===== src/rtl/ebus_ctl_pkg.sv =====
// Shared types and constants for the EBUS master controller.
// Function codes follow the KL10 EBUS encoding.
package ebus_ctl_pkg;

    localparam int EBUS_CS_W   = 7;
    localparam int EBUS_FUNC_W = 3;

    localparam logic [EBUS_FUNC_W-1:0] EBUS_FUNC_CONO   = 3'd0;
    localparam logic [EBUS_FUNC_W-1:0] EBUS_FUNC_CONI   = 3'd1;
    localparam logic [EBUS_FUNC_W-1:0] EBUS_FUNC_DATAO  = 3'd2;
    localparam logic [EBUS_FUNC_W-1:0] EBUS_FUNC_DATAI  = 3'd3;
    localparam logic [EBUS_FUNC_W-1:0] EBUS_FUNC_PISERV = 3'd4;

    typedef enum logic [1:0] {
        IDLE,
        SETUP,
        DEMAND,
        RELEASE
    } tEBUSctlState;

    // Round-robin successor of a requester index.
    function automatic int rr_next(input int owner, input int n);
        return (owner + 1 >= n) ? 0 : owner + 1;
    endfunction

endpackage


===== src/rtl/ebus_rr_arb.sv =====
// Combinational round-robin pick: the first set request at or after ptr,
// wrapping to index 0. Returns a one-hot grant, the winner index and a valid flag.
module ebus_rr_arb
    import ebus_ctl_pkg::*;
#(
    parameter int NREQ  = 2,
    parameter int IDX_W = (NREQ > 1) ? $clog2(NREQ) : 1
) (
    input  logic [NREQ-1:0]  req,
    input  logic [IDX_W-1:0] ptr,
    output logic [NREQ-1:0]  gnt,
    output logic [IDX_W-1:0] idx,
    output logic             valid
);

    always_comb begin
        gnt   = '0;
        idx   = '0;
        valid = 1'b0;
        for (int j = 0; j < NREQ; j++) begin
            if (!valid && req[j] && (j >= int'(ptr))) begin
                gnt[j] = 1'b1;
                idx    = IDX_W'(j);
                valid  = 1'b1;
            end
        end
        // wrap-around pass below the pointer
        for (int j = 0; j < NREQ; j++) begin
            if (!valid && req[j] && (j < int'(ptr))) begin
                gnt[j] = 1'b1;
                idx    = IDX_W'(j);
                valid  = 1'b1;
            end
        end
    end

endmodule


===== src/rtl/ebus_master_ctl.sv =====
// EBUS master: arbitrates EBOX/DTE ownership and sequences one EBUS cycle per grant.
// Also flags cycles where more than one module drives the EBUS data lines.
//
//   state   | meaning
//   IDLE    | bus free, pick next requester round-robin
//   SETUP   | CS/func driven, counting down before DEMAND
//   DEMAND  | DEMAND asserted, waiting for TRANSFER or timeout
//   RELEASE | TRANSFER seen, hold CS/func until slave drops TRANSFER
module ebus_master_ctl
    import ebus_ctl_pkg::*;
#(
    parameter int NREQ        = 2,
    parameter int NDRV        = 13,
    parameter int SETUP_CYC   = 2,
    parameter int TIMEOUT_CYC = 64
) (
    input  logic                          clk,
    input  logic                          CROBAR,
    input  logic [NREQ-1:0]               req,
    input  logic [NREQ*EBUS_CS_W-1:0]     reqCs,
    input  logic [NREQ*EBUS_FUNC_W-1:0]   reqFunc,
    input  logic                          ebusXfer,
    input  logic [NDRV-1:0]               drvVec,
    output logic [NREQ-1:0]               grant,
    output logic [EBUS_CS_W-1:0]          ebusCs,
    output logic [EBUS_FUNC_W-1:0]        ebusFunc,
    output logic                          ebusDemand,
    output logic [NREQ-1:0]               done,
    output logic [NREQ-1:0]               timeout,
    output logic                          busy,
    output logic                          conflict
);

    localparam int IDX_W = (NREQ > 1) ? $clog2(NREQ) : 1;
    localparam int TMO_W = $clog2(TIMEOUT_CYC);
    localparam logic [TMO_W-1:0] TMO_LAST   = TMO_W'(TIMEOUT_CYC - 1);
    localparam logic [3:0]       SETUP_LOAD = 4'(SETUP_CYC - 1);

    tEBUSctlState state, state_nxt;

    logic [IDX_W-1:0]       ptr, ptr_nxt, ptr_after;
    logic [IDX_W-1:0]       owner, owner_nxt;
    logic [3:0]             setup_cnt, setup_nxt;
    logic [TMO_W-1:0]       tmo_cnt, tmo_nxt;
    logic [NREQ-1:0]        grant_nxt, done_nxt, timeout_nxt;
    logic [EBUS_CS_W-1:0]   cs_nxt, cs_sel;
    logic [EBUS_FUNC_W-1:0] func_nxt, func_sel;
    logic                   demand_nxt;
    logic                   conflict_nxt;

    logic [NREQ-1:0]        arb_gnt;
    logic [IDX_W-1:0]       arb_idx;
    logic                   arb_valid;

    ebus_rr_arb #(
        .NREQ  (NREQ),
        .IDX_W (IDX_W)
    ) u_arb (
        .req   (req),
        .ptr   (ptr),
        .gnt   (arb_gnt),
        .idx   (arb_idx),
        .valid (arb_valid)
    );

    always_comb begin
        cs_sel   = '0;
        func_sel = '0;
        for (int j = 0; j < NREQ; j++) begin
            if (arb_gnt[j]) begin
                cs_sel   = reqCs[j*EBUS_CS_W +: EBUS_CS_W];
                func_sel = reqFunc[j*EBUS_FUNC_W +: EBUS_FUNC_W];
            end
        end
    end

    assign ptr_after = IDX_W'(rr_next(int'(owner), NREQ));

    // x & (x-1) is non-zero exactly when two or more bits are set
    assign conflict_nxt = |(drvVec & (drvVec - NDRV'(1)));

    assign busy = (state != IDLE);

    always_comb begin
        state_nxt   = state;
        ptr_nxt     = ptr;
        owner_nxt   = owner;
        setup_nxt   = setup_cnt;
        tmo_nxt     = tmo_cnt;
        grant_nxt   = grant;
        cs_nxt      = ebusCs;
        func_nxt    = ebusFunc;
        demand_nxt  = ebusDemand;
        done_nxt    = '0;
        timeout_nxt = '0;

        case (state)
            IDLE: begin
                if (arb_valid) begin
                    grant_nxt = arb_gnt;
                    owner_nxt = arb_idx;
                    cs_nxt    = cs_sel;
                    func_nxt  = func_sel;
                    setup_nxt = SETUP_LOAD;
                    state_nxt = SETUP;
                end
            end
            SETUP: begin
                if (setup_cnt == 4'd0) begin
                    demand_nxt = 1'b1;
                    tmo_nxt    = '0;
                    state_nxt  = DEMAND;
                end else begin
                    setup_nxt = setup_cnt - 4'd1;
                end
            end
            DEMAND: begin
                // TRANSFER takes priority over a coincident timeout
                if (ebusXfer) begin
                    done_nxt   = grant;
                    demand_nxt = 1'b0;
                    state_nxt  = RELEASE;
                end else if (tmo_cnt == TMO_LAST) begin
                    timeout_nxt = grant;
                    demand_nxt  = 1'b0;
                    grant_nxt   = '0;
                    cs_nxt      = '0;
                    func_nxt    = '0;
                    ptr_nxt     = ptr_after;
                    state_nxt   = IDLE;
                end else begin
                    tmo_nxt = tmo_cnt + TMO_W'(1);
                end
            end
            RELEASE: begin
                if (!ebusXfer) begin
                    grant_nxt = '0;
                    cs_nxt    = '0;
                    func_nxt  = '0;
                    ptr_nxt   = ptr_after;
                    state_nxt = IDLE;
                end
            end
            default: state_nxt = IDLE;
        endcase
    end

    always_ff @(posedge clk) begin
        if (CROBAR) begin
            state      <= IDLE;
            ptr        <= '0;
            owner      <= '0;
            setup_cnt  <= '0;
            tmo_cnt    <= '0;
            grant      <= '0;
            ebusCs     <= '0;
            ebusFunc   <= '0;
            ebusDemand <= 1'b0;
            done       <= '0;
            timeout    <= '0;
            conflict   <= 1'b0;
        end else begin
            state      <= state_nxt;
            ptr        <= ptr_nxt;
            owner      <= owner_nxt;
            setup_cnt  <= setup_nxt;
            tmo_cnt    <= tmo_nxt;
            grant      <= grant_nxt;
            ebusCs     <= cs_nxt;
            ebusFunc   <= func_nxt;
            ebusDemand <= demand_nxt;
            done       <= done_nxt;
            timeout    <= timeout_nxt;
            conflict   <= conflict_nxt;
        end
    end

endmodule


===== config.mk =====
export PLATFORM = sky130hd
export DESIGN_NAME = ebus_master_ctl
export DESIGN_NICKNAME = d
export VERILOG_FILES = /design/src/rtl/ebus_ctl_pkg.sv /design/src/rtl/ebus_rr_arb.sv /design/src/rtl/ebus_master_ctl.sv
export SDC_FILE = /design/constraint.sdc
export NUM_CORES = 1
export LEC_CHECK = 0
export CAP_MARGIN = 20
export CORE_ASPECT_RATIO = 1.4
export CORE_UTILIZATION = 40
export DETAILED_ROUTE_END_ITERATION = 16
export MAX_ROUTING_LAYER = met4
export PLACE_DENSITY = 0.74
export SYNTH_ARGS = -nofsm -noshare
export SYNTH_HDL_FRONTEND = slang
export SYNTH_HIERARCHICAL = 1
export SYNTH_SLANG_ARGS = --single-unit

===== constraint.sdc =====
create_clock -name clk -period 1.4 [get_ports clk]
set_input_delay 0.28 -clock clk [delete_from_list [all_inputs] [get_ports clk]]
set_output_delay 0.28 -clock clk [all_outputs]
set_load 0.005 [all_outputs]

# Word level (Yosys, flattened, before mapping)
# Index checks and enable logic that the tools add are counted.
[totals] input_bits=38 output_inout_bits=19 elab_cells=104 reg_bits=32
[classes] eq_ne=12 n_lt_le_gt_ge=3 add_sub_neg=4 n_mux=46 reduce_logical=24 n_bitwise=3
[ops] operator="two-way mux 7 bit" count=6
[ops] operator="one-hot mux 7 bit (3 select lines)" count=1
[ops] operator="two-way mux 3 bit" count=6
[ops] operator="two-way mux 6 bit" count=3
[ops] operator="two-way mux 2 bit" count=8
[ops] operator="AND reduction 4 bit" count=4
[ops] operator="inequality test 2 bit, second input constant" count=7
[ops] operator="bitwise AND 13 bit" count=1
[ops] operator="two-way mux 1 bit" count=13
[ops] operator="OR reduction 13 bit" count=1
[ops] operator="subtractor 13 x 1 -> 13 bit, second input constant" count=1
[ops] operator="one-hot mux 6 bit (2 select lines)" count=1
[ops] operator="one-hot mux 3 bit (3 select lines)" count=1
[ops] operator="two-way mux 4 bit" count=2
[ops] operator="one-hot mux 2 bit (4 select lines)" count=1
[ops] operator="one-hot mux 4 bit (2 select lines)" count=1
[ops] operator="nonzero test 2 bit" count=4
[ops] operator="adder 6 x 1 -> 6 bit, second input constant" count=1
[ops] operator="equality test 6 bit, second input constant" count=1
[ops] operator="one-hot mux 2 bit (3 select lines)" count=1
[ops] operator="AND reduction 3 bit" count=2
[ops] operator="AND reduction 5 bit" count=1
[ops] operator="equality test 2 bit, second input constant" count=2
[ops] operator="logical AND 1 bit" count=4
[ops] operator="16 further kinds" count=19

# Depth between registers and ports, before layout
# Gate-level depths: netlist of the first run.
[depth] word_depth=14 mapped_depth=6

# Cells and area by module
# Netlist of the first run, hierarchy kept.
[modules_own_cells] module="ebus_master_ctl" seq_area_each_um2=640.6 cells_per_inst=189 area_each_um2=1731.7 instances=1
[modules_own_cells] module="ebus_rr_arb" seq_area_each_um2=0.0 cells_per_inst=5 area_each_um2=32.5 instances=1

# Least setup slack after synthesis of the first run
# OpenSTA, ideal clock, no wires.
[synth_timing] path_kind="reg-to-reg" start="reg setup_cnt[0]" end="reg setup_cnt[1]" path_slack_ns=-0.097 stages_incl_launch_ff=7 arrival_ns=1.432 setup_time_ns=0.065 cell_sequence="dfxtp_1 > inv_1 > ha_1 > or3b_1 > and2_1 > mux2_1 > nor2_1"
[synth_via] elab_chain_cells=3 word_cells_on_any_way=6
[synth_rtl] element="start, declared" line_no="ebus_master_ctl.sv:43" rtl="logic [3:0] setup_cnt, setup_nxt;"
[synth_rtl] element="start signal, assigned" line_no="ebus_master_ctl.sv:166" rtl="setup_cnt <= setup_nxt;"
[synth_rtl] element="subtractor 4 x 1 -> 4 bit / logical NOT 4 bit (equally long branches)" line_no="ebus_master_ctl.sv:114, ebus_master_ctl.sv:109"
[synth_rtl] element="two-way mux 4 bit / inequality test 2 bit (equally long branches)"
[synth_rtl] element="one-hot mux 4 bit (2 select lines) / AND reduction 3 bit (equally long branches)"
# Several ways; a longest one is shown, not always the timed one. The select of a mux whose other input is x is not followed.
# A chain may end at the register's enable or synchronous reset.

# Worst setup path in the final report of the first run
[layout_timing] start="reg state[1]" end="reg ebusCs[5]"
[layout_via] elab_chain_cells=3 word_cells_on_any_way=10
[layout_rtl] element="start, declared" line_no="ebus_master_ctl.sv:39" rtl="tEBUSctlState state, state_nxt;"
[layout_rtl] element="start signal, assigned" line_no="ebus_master_ctl.sv:163" rtl="state <= state_nxt;"
[layout_rtl] element="equality test 2 bit / logical NOT 2 bit (equally long branches)" line_no="ebus_master_ctl.sv:97" rtl="case (state)"
[layout_rtl] element="inequality test 2 bit (no source line) / nonzero test 3 bit (equally long branches)"
[layout_rtl] element="AND reduction 5 bit (no source line)"
[layout_rtl] element="end signal, assigned" line_no="ebus_master_ctl.sv:169" rtl="ebusCs <= cs_nxt;"
[layout_rtl] element="end, declared" line_no="ebus_master_ctl.sv:25" rtl="output logic [EBUS_CS_W-1:0] ebusCs,"
# Several ways; a longest one is shown, not always the timed one.

==> out/results.tsv, run 1 <==
metric	value	unit
status	finished with violations	
violations	negative setup slack	
avgViaCountPerCell	5.55	
crit_required	1.57	ns
fin_area	3120	um^2
p_seq_share	33.6	%
drt-total-wl	5520	um
worst_pin_slew	0.379	ns
syn_area	1760	um^2
yosysSeqAreaShare	36.3	%
clock_latency	0.28	ns
cp-start-kind	flop	
die_h	80.6	um
p_per_area	1010	nW/um^2
timing.final.crit_share	107	%
clkTransAtPathRegs	0.07	ns
ctsHoldBuffers	0	
drc	0	
ys.flop_type	dfxtp_1	
drv_slew	0	
worst_setup_path_end_kind	flop	
layout-drive-gt1-share	37.9	%
synth_top_area_share	36.3	%
grt_max_degree	16	
syn2layout_area_growth	76.9	%
tns	-0.619	ns
crit_chain	buf_6 -> or3b_4 -> buf_12 -> o211a_1 -> o21a_1	
crit_buf_inv	2	
p_int	2.12	mW
fill_cells	262	
ant_nets	0	
cts.sinks	32	
drt_iter0_markers	103	
switching_share	32.9	%
setup_slack	-0.102	ns
slew-limit-headroom	74.8	%
grt_overflow	0	
rsz0062_at_grt	yes	
cts_tree	built	
avgSynthCellArea	9.09	um^2
period_needed	1.50	ns
skew	0.00473	ns
floorplan.die_area	4680	um^2
switchingPower	1.04	mW
power_frac_comb	42.7	%
dpl_cell_area	2630	um^2
hp-class	input pin to flop	
synth_cell_types	52	
io_buffer_count	56	
hold_violations	0	
dp.final_hpwl	3340	um
nets	329	
place_congestion	0.808	
die_w	58.1	um
synthArstFlopShare	0	%
grt_pass1_vias	1907	
critPathTopFamily	simple AND/OR/NAND/NOR gates	
peakVddDrop	0.728	mV
cts_htree_levels	2	
ys_warn_count	6	
synth_area_leaders	dfxtp_1, o41ai_2, o2111ai_1	
finalPower	3.16	mW
start_util	41.6	%
cts_buffers	5	
cp_slowest_cell	or3b_4	
crit_arrival	1.67	ns
drv_cap	0	
synth_nets	234	
clockBufferDepth	2	
synth_edf_count	0	
io_pins	57	
max_freq	0.666	GHz
syn_inst	194	
wl_per_cell	15.8	um
setup_viol	14	
crit_fanout	6	
critPathMaxStageDelay	0.46	ns
path_class	flop to flop	
power_frac_clock	23.7	%
cellLeakagePower	1.32	nW
track_usage	23.6	%
core_area	4240	um^2
synth_top_area_cell	dfxtp_1	
antenna_found_initial	0	
diodes	0	
cts_root_buf	clkbuf_8	
fp-row-count	28	
grt_pass1_wl	8380	um
via_count	1943	
yosys_register_bits	32	
first_pass_iters	4	
==> state kept, by name (all words and copies together), names as in the netlist <==
name        flops
tmo_cnt         6
timeout         2
setup_cnt       4
ebusCs          7
grant           2
conflict        1
state           2
ebusDemand      1
ptr             1
owner           1
done            2
ebusFunc        3
==> power groups by stage <==
stage                     clock network [mW]  logic, mW  registers (mW)
after global placement                     0      0.977            1.07
after floorplan                            0      0.518            1.06
after CTS                              0.757       1.16            1.05
after global routing                   0.791       1.44            1.07
after detailed placement                   0      0.990            1.07
final                                  0.749       1.35            1.06
==> layer usage <==
metal | routed length (um) | vias to the layer above | track usage, %
li1 | - | 941 | -
met1 | 2170 | 905 | 26.2
met2 | 2970 | 84 | 41.4
met3 | 294 | 13 | 4.35
met4 | 86 | 0 | 8.81
met5 | 0 | - | -
==> worst reg2reg max path: stages, from the launching register on <==
cell     delay (ns)
dfxtp_4        0.35
buf_6          0.11
or3b_4         0.46
buf_12         0.18
o211a_1        0.12
o21a_1         0.18
==> cell type report <==
cell class / count / area [um^2] / area share [%]
multi-input combinational: 143 / 1270 / 40.6
inverter: 4 / 18.8 / 0.601
clock buffer: 8 / 90.1 / 2.89
tap: 60 / 75.1 / 2.41
sequential: 32 / 661 / 21.2
timing repair buffer: 103 / 1010 / 32.4
==> logic make-up after synthesis <==
kind of cell / after synthesis / synth area share [%]
buffers and inverters: 20 / 5.18
and+or+nand+nor: 65 / 19.6
muxes: 5 / 2.91
xor gates and xnor gates: 2 / 0.993
AOI/OAI and AO/OA: 67 / 33.0
DFF: 32 / 36.3
adders and majority gates: 3 / 1.99
==> cell usage in the layout (no fill, tap or decap), types with 3 or more instances in the layout <==
master	count
o2111ai_1	3
dlymetal6s2s_1	7
o21ai_0	5
buf_4	37
o41ai_2	7
nand2_1	15
a21oi_1	11
nor2_1	7
nor2b_1	3
o2111ai_2	3
o2111ai_4	3
nand3_1	8
dfxtp_1	18
clkdlybuf4s50_1	35
a22oi_1	9
dlygate4sd2_1	12
mux2i_1	4
nor3_1	7
clkbuf_8	6
buf_6	7
dfxtp_2	13
a21oi_2	3
nand2b_1	5
==> per-stage QoR <==
step	hold WS, ns	utilization, %	setup slack [ns]	instances
final	0.454	73.6	-0.102	350
after global routing	0.469	73.6	-0.144	350
after global placement	0.443	61.9	-0.608	329
after detailed placement	0.445	61.9	-0.696	329
after floorplan	0.417	-	-0.0323	194
after CTS	0.460	67.9	-0.0890	344
==> Yosys cell counts, types with 2 or more instances <==
cell type / n
nand2_1: 15
o211ai_1: 2
or3b_1: 2
nor4_1: 4
a21boi_1: 3
xor2_1: 2
nand2b_1: 6
and3_1: 2
nor2b_1: 4
nor3_1: 8
buf_2: 4
a22oi_1: 9
o2111ai_1: 9
o41ai_2: 8
o21ai_0: 5
inv_1: 4
a21oi_2: 3
a21oi_1: 11
nand3_1: 8
buf_1: 2
o22ai_1: 2
ha_1: 2
o21a_1: 2
dfxtp_1: 32
nor2_1: 7
a31oi_1: 2
mux2i_1: 4
clkbuf_1: 8
==> path summary, 6_finish.rpt <==
check	startpoint	end	slack, ns	cells past startpoint
worst max-delay path	state[1]	ebusCs[5]	-0.10	5
worst min-delay path	ebusXfer	done[0]	0.45	4
worst max register to register	state[1]	ebusCs[5]	-0.10	5
worst min register to register	owner	owner	0.46	2
==> timing repair <==
item | 4_1_cts | 5_1_grt
buffers inserted | 5 | 4
setup endpoints to repair | 38 | 33
pin swaps | 12 | 16
resized for setup | 43 | 35
cloned | 2 | 2
endpoints found under the hold margin | 0 | 0
Note: power is estimated with default switching activity, not from simulation.
==> run 2: changes to the inputs <==
--- a/config.mk
+++ b/config.mk
@@ -7,6 +7,7 @@
 export LEC_CHECK = 0
 export CAP_MARGIN = 20
 export CORE_ASPECT_RATIO = 1.4
+export CORE_MARGIN = 1.5
 export CORE_UTILIZATION = 40
 export DETAILED_ROUTE_END_ITERATION = 16
 export MAX_ROUTING_LAYER = met4
==> run 2 against run 1 <==
  * The run still ends with negative setup slack left
  * Register-to-register slack gained 0.02 ns
  * Cell count grew 1.1%
  * Power grew 3.6%
  * Clock skew is essentially flat
  * Global-route usage grew 1.5 points
  * Setup slack gained 0.017 ns
  * Clock-buffer cell count shrank 2
  * Critical path type unchanged
  * Critical endpoint is now setup_cnt[1]
  * Largest cell class unchanged
  * Largest power group unchanged
==> out/results.tsv, run 2 (synthesized netlist as in run 1, its figures left out) <==
metric	value	unit	change
cp-start-kind	flop		unchanged
crit_arrival	1.72	ns	was 1.67 ns
die_w	59.1	um	was 58.1 um
path_class	flop to flop		unchanged
dp.cells	331		was 329
track_usage	25.1	%	was 23.6%
clock_latency	0.30	ns	was 0.28 ns
clkTransAtPathRegs	0.07	ns	about the same
grt_pass1_vias	1983		was 1907
stdcell_count	354		was 350
period_needed	1.48	ns	was 1.50 ns
drv_slew	0		unchanged
register_area	661	um^2	unchanged
rsz0062_at_grt	yes		unchanged
max_freq	0.673	GHz	was 0.666 GHz
multi_input_area	1230	um^2	was 1270 um^2
cts_root_buf	clkbuf_8		unchanged
final_cell_mix	buf_4, clkdlybuf4s50_1, dlygate4sd2_1		was buf_4, clkdlybuf4s50_1, dfxtp_1
ctsHoldBuffers	0		unchanged
start_util	41.6	%	unchanged
cts_tree	built		unchanged
setup_viol	19		was 14
final_common_cell	buf_4		unchanged
die_h	81.6	um	was 80.6 um
reg2reg_depth	6		was 5
drt-total-wl	5690	um	was 5520 um
setup_slack	-0.0850	ns	was -0.102 ns
rr_endpoint	setup_cnt[1]		was ebusCs[5]
ant_nets	0		unchanged
regMostFlops	ebusCs		unchanged
worst_pin_slew	0.591	ns	was 0.379 ns
critPathMaxStageDelay	0.38	ns	was 0.46 ns
grt_overflow	0		unchanged
critPathTopFamily	simple AND/OR/NAND/NOR gates		unchanged
crit_required	1.63	ns	was 1.57 ns
slew-limit-headroom	60.5	%	was 74.8%
violations	negative setup slack		unchanged
p_per_area	1060	nW/um^2	was 1010 nW/um^2
drt_iter0_markers	61		was 103
hold_start	ebusXfer		unchanged
grt_max_degree	16		unchanged
largest_reg_flops	7		unchanged
fill_cells	293		was 262
wl_per_cell	16.1	um	was 15.8 um
clockBufferDepth	2		unchanged
avgViaCountPerCell	5.64		was 5.55
status	finished with violations		unchanged
antenna_found_initial	0		unchanged
crit_chain	inv_2 -> ha_4 -> or3b_4 -> and2_4 -> mux2_4 -> nor2_1		was buf_6 -> or3b_4 -> buf_12 -> o211a_1 -> o21a_1
floorplan.die_area	4820	um^2	was 4680 um^2
worst-r2r-setup-slack	-0.08	ns	was -0.10 ns
io_buffer_count	56		unchanged
r2r_start	setup_cnt[1]		was state[1]
diodes	0		unchanged
layout-drive-gt1-share	38.1	%	was 37.9%
via_count	1998		was 1943
timing.final.crit_share	106	%	was 107%
worst_setup_path_end_kind	flop		unchanged
crit_fanout	4		was 6
dp.final_hpwl	3560	um	was 3340 um
core_area	4240	um^2	unchanged
io_pins	57		unchanged
tns	-0.802	ns	was -0.619 ns
peakVddDrop	0.820	mV	was 0.728 mV
skew	0.00425	ns	was 0.00473 ns
cts_htree_levels	2		unchanged
hp-class	input pin to flop		unchanged
cellLeakagePower	1.33	nW	was 1.32 nW
cp_slowest_cell	or3b_4		unchanged
final_util	72.9	%	was 73.6%
top_regs	ebusCs (7), tmo_cnt (6), setup_cnt (4)		unchanged
finalPower	3.28	mW	was 3.16 mW
cts.sinks	32		unchanged
cp-endpoint	setup_cnt[1]		was ebusCs[5]
worst-path-stages	6		was 5
first_pass_iters	4		unchanged
cts_buffers	5		unchanged
place_congestion	0.831		was 0.808
drv_cap	0		unchanged
crit_buf_inv	1		was 2
drc	0		unchanged
hold_violations	0		unchanged
fp-row-count	28		unchanged
nets	333		was 329
syn2layout_area_growth	75.2	%	was 76.9%
grt_pass1_wl	8950	um	was 8380 um
crit_path_start	setup_cnt[1]		was state[1]
[run 2: cell count changes in the layout (fill, tap and decap cells not counted), moves of 2 or more]
cell	delta
buf_4	+6
buf_6	-3
clkdlybuf4s50_1	-5
dlygate4sd2_1	+8
dlymetal6s2s_1	-2
nand3_1	-2
nand3_2	+2
o2111ai_1	+2
o2111ai_2	-2
[run 2: repair_timing]
| action | 4_1_cts | 5_1_grt |
|---|---|---|
| buffers inserted | 5 | 6 |
| resized for setup | 51 | 21 |
| gates cloned | 3 | 1 |
| pin swaps | 14 | 9 |
| setup endpoints to repair | 36 | 33 |
[run 2: metal layers]
metal  share of wire [%]  vias to the layer above  global-route usage, %
met4                 2.9                        0                   11.1
met1                  40                      962                   27.3
met2                  52                       70                   43.0
met5                   0                        -                      -
li1                    -                      947                      -
met3                 4.9                       19                   5.67
[run 2: through the flow]
stage / hold WS, ns / setup slack (ns) / instance area, um^2
6_report: 0.447 / -0.0850 / 3090
5_1_grt: 0.482 / -0.133 / 3090
4_1_cts: 0.441 / -0.0778 / 2930
3_5_place_dp: 0.448 / -0.478 / 2640
3_3_place_gp: 0.441 / -0.432 / 2640
2_1_floorplan: 0.417 / -0.0323 / 1790
[run 2: final cells by class]
type / count / area share [%]
timing repair buffer: 107 / 32.4
multi-input combinational: 143 / 39.8
clock buffer: 6 / 2.35
inverter: 4 / 0.486
tap: 60 / 2.43
clock inverter: 2 / 1.13
sequential: 32 / 21.4
[run 2: worst min path at each step]
stage               depth (start not counted)      end  slack (ns)
detailed placement                          2    owner        0.45
finish                                      3  done[1]        0.45
CTS                                         3  done[1]        0.44
global route                                2    owner        0.48
global placement                            2    owner        0.44
floorplan                                   2  done[0]        0.42
[run 2: report_power, final]
group	switching (mW)	total, mW	internal [mW]
Clock	0.372	0.900	0.528
Sequential	0.0644	1.07	1.00
Combinational	0.613	1.31	0.699
Total	1.05	3.28	2.23
[run 2: worst reg2reg max path: cells and delay by family (launching register included)]
kind	cells	cell delay, ns
flops	1	0.32
simple gates	3	0.61
buf+inv	1	0.06
fa+ha+maj	1	0.14
mux	1	0.29
